--- config.mk ---
export PLATFORM = sky130hd
export DESIGN_NAME = main_memory_arbiter_flat
export DESIGN_NICKNAME = d
export VERILOG_FILES = /design/src/rtl/main_memory_arbiter_pkg.sv /design/src/rtl/main_memory_arbiter_if.sv /design/src/rtl/main_memory_arbiter_rr_priority_picker.sv /design/src/rtl/main_memory_arbiter.sv /design/src/flat_wrapper.sv
export SDC_FILE = /design/constraint.sdc
export NUM_CORES = 1
export LEC_CHECK = 0
export BUFFER_PORTS_ARGS = -buffer_cell sky130_fd_sc_hd__buf_2
export CORE_AREA = 2 2 159 161
export DETAILED_ROUTE_END_ITERATION = 7
export DIE_AREA = 0 0 161 163
export PLACE_DENSITY_LB_ADDON = 0.2
export REMOVE_ABC_BUFFERS = 1
export SLEW_MARGIN = 40
export SYNTH_ARGS = -nofsm -noshare
export SYNTH_HDL_FRONTEND = slang
export SYNTH_SLANG_ARGS = --single-unit
--- constraint.sdc ---
create_clock -name clk -period 9.13 [get_ports clk]
set_input_delay 0.4565 -clock clk [delete_from_list [all_inputs] [get_ports clk]]
set_output_delay 0.4565 -clock clk [all_outputs]
set_load 0.02 [all_outputs]
--- src/rtl/main_memory_arbiter_pkg.sv ---
// Shared types and configuration for the main-memory arbiter.
package main_memory_arbiter_pkg;

  // Main-memory bus geometry used as the default for every arbiter instance.
  localparam int CFG_ADDRESS_WIDTH = 32;
  localparam int CFG_DATA_WIDTH    = 32;

  // Default requester count and the matching id width.
  localparam int CFG_NUM_REQ  = 4;
  localparam int ARB_ID_WIDTH = $clog2(CFG_NUM_REQ);

  // Arbiter FSM states.
  typedef enum logic [1:0] {
    IDLE    = 2'd0,
    ISSUE   = 2'd1,
    RELEASE = 2'd2
  } arb_state_t;

  // Id width for an arbitrary requester count (never narrower than one bit).
  function automatic int arb_id_width(input int num_req);
    return (num_req < 2) ? 1 : $clog2(num_req);
  endfunction

endpackage

--- src/rtl/main_memory_arbiter_if.sv ---
// Requester and main-memory signal bundle of the arbiter.
//
// Handshake: a requester raises req_read/req_write (level) and holds it until
// it sees req_ready or req_error for its index. The arbiter holds
// main_memory_*_request, address and write data stable until main memory
// answers with main_memory_ready (read data valid in the same cycle).
interface main_memory_arbiter_if #(
  parameter int NUM_REQ                   = main_memory_arbiter_pkg::CFG_NUM_REQ,
  parameter int MAIN_MEMORY_ADDRESS_WIDTH = main_memory_arbiter_pkg::CFG_ADDRESS_WIDTH,
  parameter int MAIN_MEMORY_DATA_WIDTH    = main_memory_arbiter_pkg::CFG_DATA_WIDTH
);
  logic [NUM_REQ-1:0]                           req_read;
  logic [NUM_REQ-1:0]                           req_write;
  logic [NUM_REQ*MAIN_MEMORY_ADDRESS_WIDTH-1:0] req_address;
  logic [NUM_REQ*MAIN_MEMORY_DATA_WIDTH-1:0]    req_write_data;
  logic [NUM_REQ-1:0]                           req_grant;
  logic [NUM_REQ-1:0]                           req_ready;
  logic [NUM_REQ-1:0]                           req_error;
  logic [MAIN_MEMORY_DATA_WIDTH-1:0]            req_read_data;
  logic                                         main_memory_read_request;
  logic                                         main_memory_write_request;
  logic [MAIN_MEMORY_ADDRESS_WIDTH-1:0]         main_memory_address;
  logic [MAIN_MEMORY_DATA_WIDTH-1:0]            main_memory_write_data;
  logic [MAIN_MEMORY_DATA_WIDTH-1:0]            main_memory_read_data;
  logic                                         main_memory_ready;

  // Arbiter side: drives grants, responses and the memory strobes.
  modport master (
    input  req_read, req_write, req_address, req_write_data,
    input  main_memory_read_data, main_memory_ready,
    output req_grant, req_ready, req_error, req_read_data,
    output main_memory_read_request, main_memory_write_request,
    output main_memory_address, main_memory_write_data
  );

  // Environment side: requesters plus main memory.
  modport slave (
    output req_read, req_write, req_address, req_write_data,
    output main_memory_read_data, main_memory_ready,
    input  req_grant, req_ready, req_error, req_read_data,
    input  main_memory_read_request, main_memory_write_request,
    input  main_memory_address, main_memory_write_data
  );
endinterface

--- src/rtl/main_memory_arbiter_rr_priority_picker.sv ---
// Combinational round-robin picker: first pending index after ptr, wrapping.
module main_memory_arbiter_rr_priority_picker #(
  parameter int NUM_REQ = 4,
  parameter int ID_W    = 2
) (
  input  logic [NUM_REQ-1:0] pending,
  input  logic [ID_W-1:0]    ptr,
  output logic [ID_W-1:0]    winner,
  output logic               valid
);

  // Walk from the farthest candidate back to ptr+1 so the nearest one wins.
  always_comb begin
    int               cand;
    logic [ID_W-1:0]  idx;
    winner = '0;
    valid  = |pending;
    for (int k = NUM_REQ; k >= 1; k--) begin
      cand = (int'(ptr) + k) % NUM_REQ;
      idx  = ID_W'(cand);
      if (pending[idx]) winner = idx;
    end
  end

endmodule

--- src/rtl/main_memory_arbiter.sv ---
// Round-robin arbiter sharing one main-memory port between NUM_REQ L3 FSMs.
module main_memory_arbiter
  import main_memory_arbiter_pkg::*;
#(
  parameter int NUM_REQ                   = CFG_NUM_REQ,
  parameter int TIMEOUT_CYCLES            = 1024,
  parameter int MAIN_MEMORY_ADDRESS_WIDTH = CFG_ADDRESS_WIDTH,
  parameter int MAIN_MEMORY_DATA_WIDTH    = CFG_DATA_WIDTH
) (
  input  logic                 clk,
  input  logic                 reset,
  main_memory_arbiter_if.master bus,
  output arb_state_t           dbg_state
);

  localparam int AW   = MAIN_MEMORY_ADDRESS_WIDTH;
  localparam int DW   = MAIN_MEMORY_DATA_WIDTH;
  localparam int ID_W = arb_id_width(NUM_REQ);
  // A zero timeout never fires; otherwise the last waiting cycle is count N-1.
  localparam bit          TO_EN   = (TIMEOUT_CYCLES != 0);
  localparam logic [31:0] TO_LAST = TO_EN ? 32'(TIMEOUT_CYCLES - 1) : 32'd0;

  arb_state_t         state_q, state_d;
  logic [ID_W-1:0]    id_q, id_d;
  logic [ID_W-1:0]    ptr_q, ptr_d;
  logic [31:0]        cnt_q, cnt_d;
  logic [NUM_REQ-1:0] grant_q, grant_d;
  logic [NUM_REQ-1:0] ready_q, ready_d;
  logic [NUM_REQ-1:0] error_q, error_d;
  logic [DW-1:0]      rdata_q, rdata_d;
  logic               rd_req_q, rd_req_d;
  logic               wr_req_q, wr_req_d;
  logic [AW-1:0]      addr_q, addr_d;
  logic [DW-1:0]      wdata_q, wdata_d;

  logic [AW-1:0]      addr_arr [NUM_REQ];
  logic [DW-1:0]      data_arr [NUM_REQ];
  logic [ID_W-1:0]    pick_id;
  logic               pick_valid;
  logic               timeout_hit;

  for (genvar g = 0; g < NUM_REQ; g++) begin : g_slice
    assign addr_arr[g] = bus.req_address[g*AW +: AW];
    assign data_arr[g] = bus.req_write_data[g*DW +: DW];
  end

  main_memory_arbiter_rr_priority_picker #(
    .NUM_REQ (NUM_REQ),
    .ID_W    (ID_W)
  ) u_picker (
    .pending (bus.req_read | bus.req_write),
    .ptr     (ptr_q),
    .winner  (pick_id),
    .valid   (pick_valid)
  );

  assign timeout_hit = TO_EN && (cnt_q == TO_LAST);

  // Next-state and registered-output computation for the arbiter FSM.
  always_comb begin
    state_d  = state_q;
    id_d     = id_q;
    ptr_d    = ptr_q;
    cnt_d    = cnt_q;
    grant_d  = grant_q;
    ready_d  = '0;
    error_d  = '0;
    rdata_d  = rdata_q;
    rd_req_d = rd_req_q;
    wr_req_d = wr_req_q;
    addr_d   = addr_q;
    wdata_d  = wdata_q;
    case (state_q)
      IDLE: begin
        if (pick_valid) begin
          // A write wins over a read from the same requester: writeback first.
          id_d             = pick_id;
          addr_d           = addr_arr[pick_id];
          wdata_d          = data_arr[pick_id];
          wr_req_d         = bus.req_write[pick_id];
          rd_req_d         = !bus.req_write[pick_id];
          grant_d          = '0;
          grant_d[pick_id] = 1'b1;
          cnt_d            = '0;
          state_d          = ISSUE;
        end
      end
      ISSUE: begin
        if (bus.main_memory_ready) begin
          if (rd_req_q) rdata_d = bus.main_memory_read_data;
          rd_req_d       = 1'b0;
          wr_req_d       = 1'b0;
          ready_d[id_q]  = 1'b1;
          ptr_d          = id_q;
          state_d        = RELEASE;
        end else if (timeout_hit) begin
          rd_req_d       = 1'b0;
          wr_req_d       = 1'b0;
          error_d[id_q]  = 1'b1;
          ptr_d          = id_q;
          state_d        = RELEASE;
        end else begin
          cnt_d = cnt_q + 32'd1;
        end
      end
      RELEASE: begin
        // Dead cycle lets the owner drop its request before re-arbitration.
        grant_d = '0;
        cnt_d   = '0;
        state_d = IDLE;
      end
      default: state_d = IDLE;
    endcase
  end

  // State and output registers; reset aborts any transaction silently.
  always_ff @(posedge clk or posedge reset) begin
    if (reset) begin
      state_q  <= IDLE;
      id_q     <= '0;
      ptr_q    <= ID_W'(NUM_REQ - 1);
      cnt_q    <= '0;
      grant_q  <= '0;
      ready_q  <= '0;
      error_q  <= '0;
      rdata_q  <= '0;
      rd_req_q <= 1'b0;
      wr_req_q <= 1'b0;
      addr_q   <= '0;
      wdata_q  <= '0;
    end else begin
      state_q  <= state_d;
      id_q     <= id_d;
      ptr_q    <= ptr_d;
      cnt_q    <= cnt_d;
      grant_q  <= grant_d;
      ready_q  <= ready_d;
      error_q  <= error_d;
      rdata_q  <= rdata_d;
      rd_req_q <= rd_req_d;
      wr_req_q <= wr_req_d;
      addr_q   <= addr_d;
      wdata_q  <= wdata_d;
    end
  end

  assign bus.req_grant                 = grant_q;
  assign bus.req_ready                 = ready_q;
  assign bus.req_error                 = error_q;
  assign bus.req_read_data             = rdata_q;
  assign bus.main_memory_read_request  = rd_req_q;
  assign bus.main_memory_write_request = wr_req_q;
  assign bus.main_memory_address       = addr_q;
  assign bus.main_memory_write_data    = wdata_q;
  assign dbg_state                     = state_q;

endmodule

--- src/flat_wrapper.sv ---
// flat-port wrapper written by rule: the top's interface ports become plain ports
module main_memory_arbiter_flat import main_memory_arbiter_pkg::*;
#(
  parameter int NUM_REQ                   = CFG_NUM_REQ,
  parameter int TIMEOUT_CYCLES            = 1024,
  parameter int MAIN_MEMORY_ADDRESS_WIDTH = CFG_ADDRESS_WIDTH,
  parameter int MAIN_MEMORY_DATA_WIDTH    = CFG_DATA_WIDTH
)
  (clk, reset, dbg_state, bus_req_read, bus_req_write, bus_req_address, bus_req_write_data, bus_main_memory_read_data, bus_main_memory_ready, bus_req_grant, bus_req_ready, bus_req_error, bus_req_read_data, bus_main_memory_read_request, bus_main_memory_write_request, bus_main_memory_address, bus_main_memory_write_data);
  main_memory_arbiter_if #(.NUM_REQ(NUM_REQ), .MAIN_MEMORY_ADDRESS_WIDTH(MAIN_MEMORY_ADDRESS_WIDTH), .MAIN_MEMORY_DATA_WIDTH(MAIN_MEMORY_DATA_WIDTH)) bus_i ();
  input  logic clk;
  input  logic reset;
  output arb_state_t dbg_state;
  input wire logic [$bits(bus_i.req_read)-1:0] bus_req_read;
  input wire logic [$bits(bus_i.req_write)-1:0] bus_req_write;
  input wire logic [$bits(bus_i.req_address)-1:0] bus_req_address;
  input wire logic [$bits(bus_i.req_write_data)-1:0] bus_req_write_data;
  input wire logic [$bits(bus_i.main_memory_read_data)-1:0] bus_main_memory_read_data;
  input wire logic [$bits(bus_i.main_memory_ready)-1:0] bus_main_memory_ready;
  output wire logic [$bits(bus_i.req_grant)-1:0] bus_req_grant;
  output wire logic [$bits(bus_i.req_ready)-1:0] bus_req_ready;
  output wire logic [$bits(bus_i.req_error)-1:0] bus_req_error;
  output wire logic [$bits(bus_i.req_read_data)-1:0] bus_req_read_data;
  output wire logic [$bits(bus_i.main_memory_read_request)-1:0] bus_main_memory_read_request;
  output wire logic [$bits(bus_i.main_memory_write_request)-1:0] bus_main_memory_write_request;
  output wire logic [$bits(bus_i.main_memory_address)-1:0] bus_main_memory_address;
  output wire logic [$bits(bus_i.main_memory_write_data)-1:0] bus_main_memory_write_data;
  assign bus_i.req_read = bus_req_read;
  assign bus_i.req_write = bus_req_write;
  assign bus_i.req_address = bus_req_address;
  assign bus_i.req_write_data = bus_req_write_data;
  assign bus_i.main_memory_read_data = bus_main_memory_read_data;
  assign bus_i.main_memory_ready = bus_main_memory_ready;
  assign bus_req_grant = bus_i.req_grant;
  assign bus_req_ready = bus_i.req_ready;
  assign bus_req_error = bus_i.req_error;
  assign bus_req_read_data = bus_i.req_read_data;
  assign bus_main_memory_read_request = bus_i.main_memory_read_request;
  assign bus_main_memory_write_request = bus_i.main_memory_write_request;
  assign bus_main_memory_address = bus_i.main_memory_address;
  assign bus_main_memory_write_data = bus_i.main_memory_write_data;
  main_memory_arbiter #(.NUM_REQ(NUM_REQ), .TIMEOUT_CYCLES(TIMEOUT_CYCLES), .MAIN_MEMORY_ADDRESS_WIDTH(MAIN_MEMORY_ADDRESS_WIDTH), .MAIN_MEMORY_DATA_WIDTH(MAIN_MEMORY_DATA_WIDTH)) u_core (.clk(clk), .reset(reset), .bus(bus_i), .dbg_state(dbg_state));
endmodule
==> results.toml <==
[run_status]
outcome = "finished, final reports clean"

[critical_path]
r2r-start = "u_core.ptr_q[1]$_DFFE_PP1P_"
cp-end-kind = "flop"
reg2reg_setup_slack_ns = 5.84
cp-start-kind = "flop"
regToRegEndpoint = "u_core.bus.main_memory_address[17]$_DFFE_PP0P_"
ff2ff_path_depth = 6
slowest_stage = "buf_6"
worstSetupPathType = "reg -> reg"
required_ns = 9.43
worstPathArrival_ns = 3.59
path_max_fanout = 67
crit_chain = "or3b_2, a32oi_4, buf_4, buf_6, mux2_2, a221o_1"
cpPeakStageDelay_ns = 0.62

[min_path]
min-delay-start = "bus_main_memory_read_data[18]"
min_path_cells = 2
min_to = "u_core.bus.req_read_data[18]$_DFFE_PP0P_"
min_path_type = "in -> reg"

[routing]
ant_nets = 0
drc_errors = 0
drt-wirelength-per-cell_um = 19.6
vias = 7169
wirelength_um = 28300
via_per_inst = 4.95
drt-pass1-iter-count = 4
drtIter0Drc = 364

[cts]
clock-root-buffer = "clkbuf_16"
cts_tree = "built"
clockBufferDepth = 2
numCtsBuffers = 17
ctsResizeCount = 0
clk_latency_ns = 0.42
htreeDepth = 4
clkTransAtPathRegs_ns = 0.07
cts_sinks = 148

[timing]
rsz0062_at_grt = "false"
slew_headroom_pct = 42.1
worstMarginPinSlew_ns = 0.869
clock-skew-final_ns = 0.0109
finalSetupTns_ns = 0
hold_viol = 0
finalSetupViolCount = 0
max_freq_mhz = 304
slew_violations = 0
finalCritPeriodShare_pct = 36.0
min_period_ns = 3.29

[synthesis]
avgSynthCellArea_um2 = 11.1
netlist.area_leader.share_pct = 46.6
synth_ff_type = "dfrtp_1"
synth_top_area_cell = "dfrtp_1"
async_flop_share_pct = 100
ys_seq_elements = 148
synth_most_common_cell = "dfrtp_1"
synth_edf_count = 0
synthCells = 704
synthTopCellsByCount = "146 x dfrtp_1, 109 x nor2_1, 96 x mux2_2"
yosysWarnings = 0
synth_area_um2 = 7840
seq_area_frac_synth_pct = 47.3
synth_cell_types = 48
ys_top_cells_by_area = "dfrtp_1 47%, mux2_2 14%, mux2i_1 8.6%"

[floorplan]
die_h_um = 163
rows = 58
pin_count = 411
dieArea_um2 = 26200
initial_core_util_pct = 31.8
core_area_um2 = 24700
die_width_um = 161

[layout]
area_growth_pct = 39.0
stdcell_count = 1447
nets = 1398
drive_gt1_share_pct = 50.7
fin_area_um2 = 10900

[power_and_ir_drop]
irDropWorstVdd_v = 0.000174
power.density_nw_per_um2 = 330
p_leak_nw = 5.29

[place]
placed_cells = 1407
port_buffers = 410
place_congestion = 0.858
placement.cell_area_um2 = 10200
dpl.hpwl_um = 21200

[global_routing]
track_usage_pct = 20.9
grt_pass1_vias = 6904
overflow = 0
grt_pass1_wl_um = 41000
grt_max_degree = 79
antenna_found_initial = 13

[flow_run]
maxCapViolations = 0
==> final cells by class <==
cell class | instances | area (µm²)
Multi-Input combinational cell | 497 | 3930
Fill cell | 2426 | 13800
Timing Repair Buffer | 421 | 2170
Tap cell | 330 | 413
Antenna cell | 6 | 15.0
Clock buffer | 20 | 457
Inverter | 13 | 53.8
Clock inverter | 12 | 146
Sequential cell | 148 | 3710
==> sequential cells by signal, indices dropped and copies added, names as in the netlist, 4 cells and up <==
register and flops:
u_core.bus.req_ready 4, u_core.cnt_q 32, u_core.bus.main_memory_address 32, u_core.bus.req_error 4, u_core.bus.main_memory_write_data 32, u_core.bus.req_read_data 32, u_core.bus.req_grant 4
==> placed cells by master, fill, tap and decap left out, types with 4 or more instances in the layout <==
master,instances
a211oi_1,8
diode_2,6
nor3_1,18
mux2i_1,67
or3_1,4
nand3_1,15
clkinv_4,4
a221o_1,64
xnor2_1,27
buf_4,6
buf_2,410
nand2_1,19
dfrtp_1,146
nor2_1,108
mux2_2,96
clkbuf_16,17
nor4_1,15
inv_1,12
o21ai_0,5
a21oi_1,4
nand4_1,5
==> worst max-delay path, delay by kind of cell, from the launching register on <==
family | cells | cell delay [ns]
compound gates | 2 | 0.56
buf+inv | 2 | 1.01
flops | 1 | 0.61
mux | 1 | 0.41
simple gates | 1 | 0.49
==> logic make-up after synthesis <==
| family | share of synthesized area, % |
|---|---|
| buffers and inverters | 3.07 |
| flip-flops | 47.3 |
| multiplexers | 22.6 |
| XOR/XNOR | 3.02 |
| adder cells (fa/ha/maj) | 0.160 |
| AO/OA/AOI/OAI | 11.9 |
| AND/OR/NAND/NOR | 12.0 |
==> per-stage QoR <==
step	setup slack, ns	hold WS [ns]	power [mW]	util [%]
after global placement	5.57	0.469	2.87	41.4
after CTS	5.88	0.184	3.62	43.9
final	5.84	0.260	3.59	44.1
after global routing	5.73	0.239	3.80	44.1
after floorplan	2.31	0.471	2.40	-
after detailed placement	5.76	0.487	2.89	41.5
==> metal layers <==
layer,GRT usage [%],wire length (µm),up-vias
li1,-,-,3407
met1,25.7,11500,3439
met2,35.6,14500,278
met3,5.81,1870,41
met4,6.57,479,4
met5,0,27,-
==> report_power, final <==
part           switching (mW)  internal (mW)
Combinational            1.04          0.764
Sequential              0.151          0.909
Clock                   0.303          0.423
Total                    1.50           2.10
==> what timing repair did <==
action / 4_1_cts / 5_1_grt
hold endpoints to repair: 0 / 20
buffers inserted: 0 / 0
hold buffers: 0 / 1
==> worst max path at each step <==
stage,from,to,slack [ns],cells after the start
2_1_floorplan,u_core.ptr_q[1]$_DFFE_PP1P_,u_core.bus.main_memory_write_request$_DFFE_PP0P_,2.31,5
3_3_place_gp,bus_req_write[0],u_core.bus.main_memory_address[17]$_DFFE_PP0P_,5.57,7
3_5_place_dp,bus_req_write[0],u_core.bus.main_memory_write_data[2]$_DFFE_PP0P_,5.76,7
4_1_cts,u_core.ptr_q[1]$_DFFE_PP1P_,u_core.bus.main_memory_write_data[10]$_DFFE_PP0P_,5.88,6
5_1_grt,u_core.ptr_q[1]$_DFFE_PP1P_,u_core.bus.main_memory_write_data[10]$_DFFE_PP0P_,5.73,6
6_report,u_core.ptr_q[1]$_DFFE_PP1P_,u_core.bus.main_memory_address[17]$_DFFE_PP0P_,5.84,6
No activity file was read; power rests on OpenSTA's default activity.
